[src/rtl/uart_tx_arbiter.sv]
`default_nettype none
// ============================================================================
// Module   : uart_tx_arbiter
// Brief    : Round-robin scheduler that shares one UART_Tx serializer among
//            NUM_REQ requesters. Accepts one- or two-byte messages, sends
//            them LSB first and paces each byte on the UART Busy flag.
// Revision : 1.0 - initial release
// ============================================================================
module uart_tx_arbiter #(
   parameter int NUM_REQ      = 2,
   parameter int TO_WIDTH     = 3,
   parameter int BUSY_TIMEOUT = 4
) (
   input  logic                   CLK,
   input  logic                   Reset,
   input  logic [NUM_REQ-1:0]     Req_valid,
   input  logic [16*NUM_REQ-1:0]  Req_data,
   input  logic [NUM_REQ-1:0]     Req_two_byte,
   output logic [NUM_REQ-1:0]     Req_ack,
   output logic [7:0]             Tx_data,
   output logic                   Tx_valid,
   input  logic                   Tx_busy,
   output logic                   Arb_busy,
   output logic                   Timeout_err
);

   localparam int                  IDX_W      = (NUM_REQ > 1) ? $clog2(NUM_REQ) : 1;
   localparam logic [IDX_W-1:0]    c_LAST_RST = IDX_W'(NUM_REQ - 1);
   localparam logic [TO_WIDTH-1:0] c_TIMEOUT  = TO_WIDTH'(BUSY_TIMEOUT);

   typedef enum logic [1:0] {
      ST_IDLE      = 2'd0,
      ST_ISSUE     = 2'd1,
      ST_WAIT_BUSY = 2'd2,
      ST_WAIT_DONE = 2'd3
   } state_t;

   // FSM and message state
   state_t               state_q,      state_d;
   logic [IDX_W-1:0]     last_grant_q, last_grant_d;
   logic [7:0]           msb_q,        msb_d;
   logic                 msb_pend_q,   msb_pend_d;
   logic [TO_WIDTH-1:0]  to_cnt_q,     to_cnt_d;

   // Registered outputs
   logic                 tx_valid_q,    tx_valid_d;
   logic [7:0]           tx_data_q,     tx_data_d;
   logic [NUM_REQ-1:0]   req_ack_q,     req_ack_d;
   logic                 arb_busy_q,    arb_busy_d;
   logic                 timeout_err_q, timeout_err_d;

   // Arbitration results
   logic [IDX_W-1:0]     grant_idx;
   logic                 grant_found;
   logic [IDX_W-1:0]     cand_idx;
   logic [15:0]          sel_data;
   logic                 sel_two;

   // Round-robin search: first valid requester strictly after last_grant,
   // wrapping so that last_grant itself is considered last.
   always_comb begin
      grant_idx   = last_grant_q;
      grant_found = 1'b0;
      cand_idx    = last_grant_q;
      for (int k = 1; k <= NUM_REQ; k++) begin
         cand_idx = IDX_W'((int'(last_grant_q) + k) % NUM_REQ);
         if (!grant_found && Req_valid[cand_idx]) begin
            grant_found = 1'b1;
            grant_idx   = cand_idx;
         end
      end
   end

   // Route the winning requester's message fields.
   always_comb begin
      sel_data = 16'h0000;
      sel_two  = 1'b0;
      for (int i = 0; i < NUM_REQ; i++) begin
         if (grant_idx == IDX_W'(i)) begin
            sel_data = Req_data[16*i +: 16];
            sel_two  = Req_two_byte[i];
         end
      end
   end

   // Next-state and next-output logic; every output is registered so the
   // values computed here appear one cycle later.
   always_comb begin
      state_d       = state_q;
      last_grant_d  = last_grant_q;
      msb_d         = msb_q;
      msb_pend_d    = msb_pend_q;
      to_cnt_d      = to_cnt_q;
      tx_valid_d    = 1'b0;
      tx_data_d     = tx_data_q;
      req_ack_d     = '0;
      timeout_err_d = 1'b0;

      case (state_q)
         ST_IDLE: begin
            // Never offer a byte while the serializer reports a frame.
            if (grant_found && !Tx_busy) begin
               state_d              = ST_ISSUE;
               last_grant_d         = grant_idx;
               msb_d                = sel_data[15:8];
               msb_pend_d           = sel_two;
               tx_valid_d           = 1'b1;
               tx_data_d            = sel_data[7:0];
               req_ack_d[grant_idx] = 1'b1;
            end
         end

         ST_ISSUE: begin
            state_d  = ST_WAIT_BUSY;
            to_cnt_d = '0;
         end

         ST_WAIT_BUSY: begin
            if (Tx_busy) begin
               state_d = ST_WAIT_DONE;
            end else begin
               to_cnt_d = to_cnt_q + TO_WIDTH'(1);
               if (to_cnt_d == c_TIMEOUT) begin
                  // Serializer never acknowledged the byte: drop the rest.
                  timeout_err_d = 1'b1;
                  msb_pend_d    = 1'b0;
                  state_d       = ST_IDLE;
               end
            end
         end

         ST_WAIT_DONE: begin
            if (!Tx_busy) begin
               if (msb_pend_q) begin
                  state_d    = ST_ISSUE;
                  tx_valid_d = 1'b1;
                  tx_data_d  = msb_q;
                  msb_pend_d = 1'b0;
               end else begin
                  state_d = ST_IDLE;
               end
            end
         end

         default: begin
            state_d = ST_IDLE;
         end
      endcase

      arb_busy_d = (state_d != ST_IDLE);
   end

   // State and output registers with asynchronous active-low reset.
   always_ff @(posedge CLK or negedge Reset) begin
      if (!Reset) begin
         state_q       <= ST_IDLE;
         last_grant_q  <= c_LAST_RST;
         msb_q         <= 8'h00;
         msb_pend_q    <= 1'b0;
         to_cnt_q      <= '0;
         tx_valid_q    <= 1'b0;
         tx_data_q     <= 8'h00;
         req_ack_q     <= '0;
         arb_busy_q    <= 1'b0;
         timeout_err_q <= 1'b0;
      end else begin
         state_q       <= state_d;
         last_grant_q  <= last_grant_d;
         msb_q         <= msb_d;
         msb_pend_q    <= msb_pend_d;
         to_cnt_q      <= to_cnt_d;
         tx_valid_q    <= tx_valid_d;
         tx_data_q     <= tx_data_d;
         req_ack_q     <= req_ack_d;
         arb_busy_q    <= arb_busy_d;
         timeout_err_q <= timeout_err_d;
      end
   end

   assign Tx_valid    = tx_valid_q;
   assign Tx_data     = tx_data_q;
   assign Req_ack     = req_ack_q;
   assign Arb_busy    = arb_busy_q;
   assign Timeout_err = timeout_err_q;

endmodule
`default_nettype wire

[config.mk]
export PLATFORM = sky130hd
export DESIGN_NAME = uart_tx_arbiter
export DESIGN_NICKNAME = d
export VERILOG_FILES = /design/src/rtl/uart_tx_arbiter.sv
export SDC_FILE = /design/constraint.sdc
export NUM_CORES = 1
export LEC_CHECK = 0
export BUFFER_PORTS_ARGS = -buffer_cell sky130_fd_sc_hd__buf_2
export CORE_UTILIZATION = 45
export DETAILED_ROUTE_END_ITERATION = 12
export PLACE_DENSITY = 0.81
export SETUP_SLACK_MARGIN = 0.02
export SYNTH_ARGS = -nofsm -noshare
export SYNTH_HDL_FRONTEND = slang
export SYNTH_SLANG_ARGS = --single-unit
[constraint.sdc]
create_clock -name CLK -period 1.5 [get_ports CLK]
set_input_delay 0.3 -clock CLK [delete_from_list [all_inputs] [get_ports CLK]]
set_output_delay 0.3 -clock CLK [all_outputs]
set_load 0.05 [all_outputs]
# Word-level counts from Yosys, hierarchy flattened
# Index checks and enable logic that the tools add are counted.
[word_totals] reg_bits=28 wordCells=78
[op_classes] magnitude_cmp=4 n_eq_ne=9 addsub=3 muxes=38 reduce_logical=14
[op_table] cell="$mux W8" count=3
[op_table] cell="$mux W1" count=21
[op_table] cell="$mux W16" count=1
[op_table] cell="$pmux W8 S2" count=1
[op_table] cell="$mux W2" count=6
[op_table] cell="$ne A2 B2 Y1 const B" count=5
[op_table] cell="$pmux W2 S4" count=1
[op_table] cell="$lt A1 B2 Y1 const B" count=3
[op_table] cell="$pmux W3 S2" count=1
[op_table] cell="$reduce_bool A2 Y1" count=3
[op_table] cell="$reduce_and A5 Y1" count=1
[op_table] cell="$eq A2 B2 Y1 const B" count=2
[op_table] cell="$reduce_and A2 Y1" count=2
[op_table] cell="$reduce_and A4 Y1" count=1
[op_table] cell="$add A3 B1 Y3 const B" count=1
[op_table] cell="$eq A3 B3 Y1 const B" count=1
[op_table] cell="$logic_and A1 B1 Y1" count=3
[op_table] cell="$mux W3" count=1
[op_table] cell="$pmux W1 S3" count=1
[op_table] cell="$reduce_bool A3 Y1" count=1
[op_table] cell="$add A1 B1 Y1 const B" count=2
[op_table] cell="$eq A2 B1 Y1 const B" count=1
[op_table] cell="$logic_not A1 Y1" count=2
[op_table] cell="$logic_not A2 Y1" count=1
[op_table] cell="3 further kinds" count=3

# Longest topological paths before layout
# Gate-level depths: netlist of run 1.
[depth] ltp_word=13 ltp_mapped=7 ltp_nobuf=6

# Least setup slack after synthesis of run 1
# No wires, ideal clock.
[synth_path] path_kind="reg-to-reg" startpoint="reg state_q[1]" endpoint="reg arb_busy_q, in the netlist Arb_busy" synth_period_minus_slack_ps=1597 setup_time_ps=145 required_time_ps=1355 path_buffers=1 setup_slack_ps=-97 arrival_time_ps=1452 path_stages_with_launch=7 cell_sequence="dfrtp_1 > ha_1 > clkbuf_1 > and2_1 > a221o_1 > a21oi_1 > o211ai_1"
[synth_via] elab_chain_len=4 elab_cells_between_ends=10 classes_between="eq/ne (3); mux (5); reduce/logical (2)"
[synth_rtl] element="from (decl)" line="39" source="state_t state_q, state_d;"
[synth_rtl] element="from (signal assigned)" line="167" source="state_q <= state_d;"
[synth_rtl] element="$mux W2" line="123" source="if (to_cnt_d == c_TIMEOUT) begin"
[synth_rtl] element="$mux W2" line="119" source="if (Tx_busy) begin"
[synth_rtl] element="$pmux W2 S4 (*)" line="99" source="case (state_q)"
[synth_rtl] element="$reduce_bool A2 Y1 (*)" line="150" source="arb_busy_d = (state_d != ST_IDLE);"
[synth_rtl] element="named net arb_busy_d" line="49" source="logic arb_busy_q, arb_busy_d;"
[synth_rtl] element="to (signal assigned)" line="175" source="arb_busy_q <= arb_busy_d;"
[synth_rtl] element="to (decl)" line="49"
# Mark *: on every way through the listed nets, which the timed path passes. The rest lies on a longest branch.
# A chain may end at the register's enable or synchronous reset.

# Worst setup path after layout of run 1
# Same ends and word-level chain as after synthesis.

==> results.yml, run 1 <==
floorplanning:
  die_x_um: 61.2
  ios: 52
  row_count: 21
  dieArea_mm2: 0.00375
  die_y_um: 61.2
  core_area_mm2: 0.00334
  start_util_pct: 47.3
power:
  switching_share_pct: 45.7
  power.share.sequential_pct: 28.0
  power.switching_w: 0.00216
  peakVddDrop_uv: 958
  combinationalPowerShare_pct: 64.3
  p_per_area_mw_per_mm2: 2020
  p_leak_nw: 1.11
  p_int_w: 0.00256
  pwr-share-clk_pct: 7.7
  report.power.total_w: 0.00472
synthesis:
  synth_seq_cells: 28
  ys_warn_count: 0
  async_flop_share_pct: 100
  synth_seq_area_share_pct: 44.5
  synth_flop_cell: "dfrtp_1"
  synth_area_mm2: 0.00158
  synth_nets: 202
  synth-edff-count: 0
  synth_common_cells: "dfrtp_1 (27), nand2_1 (20), o21ai_0 (11), mux2i_1 (9), o31ai_1 (9)"
  ys_top_cells_by_area: "dfrtp_1 (43%), mux2i_1 (5.7%), ha_1 (4.8%)"
  syn_avg_cell_area_um2: 10.1
  yosysUniqueCellTypes: 39
  synth_top_cell_area_share_pct: 42.8
  syn_inst: 157
  yosysTopAreaCell: "dfrtp_1"
  synth.most_common_cell: "dfrtp_1"
timing:
  finalWorstSetupSlack_ps: -66.0
  fin_crit_ps: 1570
  drv_slew: 0
  max_freq_mhz: 639
  hold_violations: 0
  clock_skew_ps: 3.84
  period_share_pct: 104
  setup_violations: 2
  slew_headroom_pct: 59.9
  rsz0062_at_grt: "true"
  worst_pin_slew_ps: 601
  holdWs_ps: 235
route:
  drcViolationCount: 0
  via_count: 1403
  routed_via_density: 5.10
  avgRoutedWirePerCell_um: 14.8
  wl_um: 4070
  drtIter0Drc: 35
  ant_nets: 0
  drt_first_pass_iters: 4
global_route:
  antenna_found_initial: 0
  gr-total-overflow: 0
  grt_pass1_vias: 1262
  grt_pass1_wl_um: 5670
  grt_max_degree: 29
  grt_util_all_layers_pct: 20.8
setup_path:
  worstSetupPathType: "register to register"
  crit_start: "state_q[1]"
  worstReg2RegEnd: "Arb_busy"
  arrival_ps: 1780
  r2r_slack_ps: -70
  path_max_fanout: 5
  end_kind: "register"
  startpoint_type: "register"
  worstReg2RegStart: "state_q[1]"
  critPathRequiredTime_ps: 1710
  reg2regPathDepth: 6
finish:
  num_antenna_cells: 0
  layout-drive-gt1-share_pct: 59.0
  fill_cells: 249
  area_growth_pct: 48.2
  finalInstanceArea_mm2: 0.00234
  utilization_pct: 70.1
  nNetsFinal: 275
run:
  maxCapViolations: 0
min_path:
  holdPathEnd: "msb_q[4]"
  worstHoldPathCells: 3
  min_path_type: "primary input to register"
  min_from: "Req_data[28]"
clock_network:
  clockBufferDepth: 2
  cts_tree: "built"
  worstSkewPairLatency_ps: 320
  cts_sinks: 28
  h-tree-depth: 1
  numCtsBuffers: 3
  cts_root_buf: "clkbuf_4"
  clkTransAtPathRegs_ps: 140
run_status:
  status: "complete, but fails checks"
  violations: "setup timing"
placed_design:
  place_hpwl_um: 2620
  place_congestion: 0.925
  placedInstanceArea_mm2: 0.00199
  port_buffers: 51
## layout make-up
type	instances	area (µm²)	area share [%]
flip-flops and latches	28	704	30.1
repair buffers	78	479	20.5
inverters	4	17.5	0.749
multi-input cells	115	1040	44.7
clock buffers	4	36.3	1.55
well taps	46	57.6	2.46
## stage by stage
step	worst slack, ps	setup TNS [ps]	std cells
floorplan	-47.0	-195	157
global placement	-50.2	-319	265
detailed placement	-94.1	-522	265
CTS	-26.1	-68.0	273
global route	-143	-975	275
finish	-66.0	-68.8	275
## routing by layer
metal / track usage [%] / vias to the layer above / share of wire, %
met5: 0 / - / 0
met4: 4.87 / 0 / 0.69
met3: 1.89 / 4 / 3.5
met2: 33.2 / 36 / 49
met1: 30.6 / 655 / 47
li1: - / 708 / -
## cells by family after synthesis
| kind of cell | synth area share, % |
|---|---|
| compound gates | 19.3 |
| xor+xnor | 1.66 |
| fa+ha+maj | 4.75 |
| buf+inv | 5.55 |
| flops | 44.5 |
| mux | 6.42 |
| simple gates | 17.8 |
## worst max path at each step
stage,end,slack [ps]
6_report,Arb_busy,-70
3_5_place_dp,Tx_data[5],-90
4_1_cts,Tx_data[5],-30
3_3_place_gp,Arb_busy,-50
2_1_floorplan,Arb_busy,-50
5_1_grt,Arb_busy,-140
## power groups by stage
stage | registers [W] | logic [W] | clock network (W)
2_1_floorplan | 0.00174 | 0.00121 | 0
3_3_place_gp | 0.00128 | 0.00225 | 0
3_5_place_dp | 0.00129 | 0.00229 | 0
4_1_cts | 0.00127 | 0.00243 | 0.000369
5_1_grt | 0.00136 | 0.00327 | 0.000401
6_report | 0.00132 | 0.00304 | 0.000362
## critical path, stage by stage (launching register included)
cell and delay, ps:
dfrtp_2 490, ha_4 200, nand3b_1 170, buf_6 150
nand2_4 50, o32ai_4 280, o211ai_1 120
## registers in the layout (all words and copies together), names as in the netlist
name          cells
msb_q             8
msb_pend_q        1
Tx_data           8
last_grant_q      1
Tx_valid          1
Arb_busy          1
Req_ack           2
Timeout_err       1
state_q           2
to_cnt_q          3
## cells in the final DEF, fill, tap and decap left out, types with 2 or more instances in the layout
cell type / count
buf_2: 51
and2_4: 3
o31ai_2: 8
buf_4: 21
nand2_2: 6
ha_4: 4
o21ai_2: 5
nor2b_1: 8
mux2i_1: 8
nand2b_1: 4
dfrtp_2: 2
nand2_1: 13
o211ai_1: 2
buf_6: 5
clkbuf_4: 3
xnor2_1: 2
o21ai_0: 2
a21oi_2: 2
nor2_1: 3
nor3b_1: 6
dfrtp_1: 25
a211oi_2: 4
a211oi_1: 3
o21ai_1: 4
ha_1: 2
inv_1: 2
nor3b_2: 2
## timing repair
action,4_1_cts,5_1_grt
pin swaps,3,17
hold buffers,1,0
resized for setup,9,53
cloned,0,1
hold endpoints to repair,27,0
buffers inserted,3,1
endpoints found under the setup margin,11,21
Note: power is estimated with default switching activity, not from simulation.
==> inputs of run 2 (changes only) <==
--- a/config.mk
+++ b/config.mk
@@ -8,7 +8,7 @@
 export BUFFER_PORTS_ARGS = -buffer_cell sky130_fd_sc_hd__buf_2
 export CORE_UTILIZATION = 45
 export DETAILED_ROUTE_END_ITERATION = 12
-export PLACE_DENSITY = 0.81
+export PLACE_DENSITY = 0.78
 export SETUP_SLACK_MARGIN = 0.02
 export SYNTH_ARGS = -nofsm -noshare
 export SYNTH_HDL_FRONTEND = slang
==> constraint.sdc (replaced) <==
create_clock -name CLK -period 1.6 [get_ports CLK]
set_input_delay 0.32 -clock CLK [delete_from_list [all_inputs] [get_ports CLK]]
set_output_delay 0.32 -clock CLK [all_outputs]
set_load 0.05 [all_outputs]
==> results.yml, run 2 (synthesized netlist as in run 1, its figures left out) <==
global_route:
  gr-total-overflow: 0
  grt_pass1_vias: 1151
  grt_pass1_wl_um: 5260
  antenna_found_initial: 0
  grt_util_all_layers_pct: 19.6
  grt_max_degree: 29
route:
  routed_via_density: 5.26
  ant_nets: 0
  avgRoutedWirePerCell_um: 13.9
  drcViolationCount: 0
  drtIter0Drc: 66
  wl_um: 3660
  drt_first_pass_iters: 5
  via_count: 1388
setup_path:
  end_kind: "register"
  crit_start: "state_q[0]"
  critPathRequiredTime_ps: 1830
  setup.worst_path.end: "msb_pend_q"
  r2r_slack_ps: 40
  worstSetupPathType: "register to register"
  startpoint_type: "register"
  arrival_ps: 1790
  path_max_fanout: 8
  worstReg2RegEnd: "msb_pend_q"
  worstReg2RegStart: "state_q[0]"
  reg2regPathDepth: 5
floorplanning:
  die_y_um: 61.2
  core_area_mm2: 0.00334
  row_count: 21
  start_util_pct: 47.3
  die_x_um: 61.2
  ios: 52
  dieArea_mm2: 0.00375
placed_design:
  place_hpwl_um: 2530
  dp_cells: 255
  place_congestion: 0.833
  port_buffers: 51
  placedInstanceArea_mm2: 0.00191
power:
  pwr-share-clk_pct: 8.4
  combinationalPowerShare_pct: 61.6
  p_int_w: 0.00218
  power.switching_w: 0.00185
  power.share.sequential_pct: 30.0
  switching_share_pct: 46.0
  p_leak_nw: 1.03
  peakVddDrop_uv: 727
  p_per_area_mw_per_mm2: 1880
timing:
  max_freq_mhz: 641
  clock_skew_ps: 2.56
  worst_pin_slew_ps: 616
  fin_crit_ps: 1560
  setup_tns_ps: 0
  period_share_pct: 97.6
  slew_headroom_pct: 58.9
  setup_violations: 0
  hold_violations: 0
  drv_slew: 0
  rsz0062_at_grt: "true"
finish:
  finalInstanceArea_mm2: 0.00214
  stdcell_count: 264
  num_antenna_cells: 0
  area_growth_pct: 35.4
  layout-drive-gt1-share_pct: 45.9
  mostFrequentLayoutCell: "buf_2"
  nNetsFinal: 264
  final_cell_mix: "buf_2 (51), dfrtp_1 (26), nand2_1 (19)"
  fill_cells: 288
clock_network:
  worstSkewPairLatency_ps: 320
  cts_tree: "built"
  numCtsBuffers: 3
  cts_root_buf: "clkbuf_4"
  h-tree-depth: 1
  clkTransAtPathRegs_ps: 150
  cts_sinks: 28
  clockBufferDepth: 2
run:
  maxCapViolations: 0
run_status:
  status: "finished clean"
min_path:
  min_path_type: "primary input to register"
==> run 2: cell types whose count changed in the layout (fill, tap and decap cells not counted), sizes merged <==
cell  previous run  this run
buf             77        66
==> run 2: repair_timing <==
action	CTS	global route
setup buffers	2	2
gates cloned	0	0
hold buffers	1	0
pin swaps	0	5
endpoints found under the setup margin	12	12
resized for setup	5	28
endpoints found under the hold margin	14	0
==> run 2: how the worst min path moves through the flow <==
stage                  from          to  cells past startpoint
3_5_place_dp          Reset  Tx_data[6]                      1
5_1_grt        Req_data[28]    msb_q[4]                      3
4_1_cts        Req_data[24]    msb_q[0]                      3
3_3_place_gp          Reset  Tx_data[2]                      1
2_1_floorplan         Reset    Arb_busy                      0
6_report       Req_data[29]    msb_q[5]                      3
==> run 2: per-stage QoR <==
step           util (%)  power (W)  hold slack, ps  worst slack, ps
4_1_cts            59.8    0.00365             271             7.16
3_3_place_gp       57.4    0.00318             364             4.25
2_1_floorplan         -    0.00270            24.4             22.5
6_report           64.1    0.00403             276             39.0
3_5_place_dp       57.4    0.00323             372             -123
5_1_grt            64.1    0.00429             266            -15.6
==> run 2: power groups by stage <==
| stage | clock (W) | sequential (W) | combinational (W) |
|---|---|---|---|
| 4_1_cts | 0.000353 | 0.00118 | 0.00212 |
| 2_1_floorplan | 0 | 0.00163 | 0.00107 |
| 6_report | 0.000338 | 0.00121 | 0.00248 |
| 5_1_grt | 0.000383 | 0.00124 | 0.00267 |
| 3_5_place_dp | 0 | 0.00120 | 0.00202 |
| 3_3_place_gp | 0 | 0.00120 | 0.00198 |
==> run 2: layout make-up <==
type	count	area, µm²	share of cell area [%]
clock buffer	4	36.3	1.70
inverter	4	15.0	0.702
multi-input combinational	115	936	43.8
sequential	28	703	32.9
tap	46	57.6	2.69
timing repair buffer	67	390	18.3
==> run 2: worst max-delay path, stage by stage (launching register included) <==
cell and delay, ps:
dfrtp_1 460, inv_2 100, ha_4 210, and2_1 180
or3_1 330, o41ai_2 200
==> run 2: routing by layer <==
metal  vias up  global-route usage, %  part of all wire [%]
li1        688                      -                     -
met1       658                   26.7                    47
met3         4                   2.52                   3.4
met4         0                   6.17                   1.0
met5         -                      0                     0
met2        38                   32.6                    49
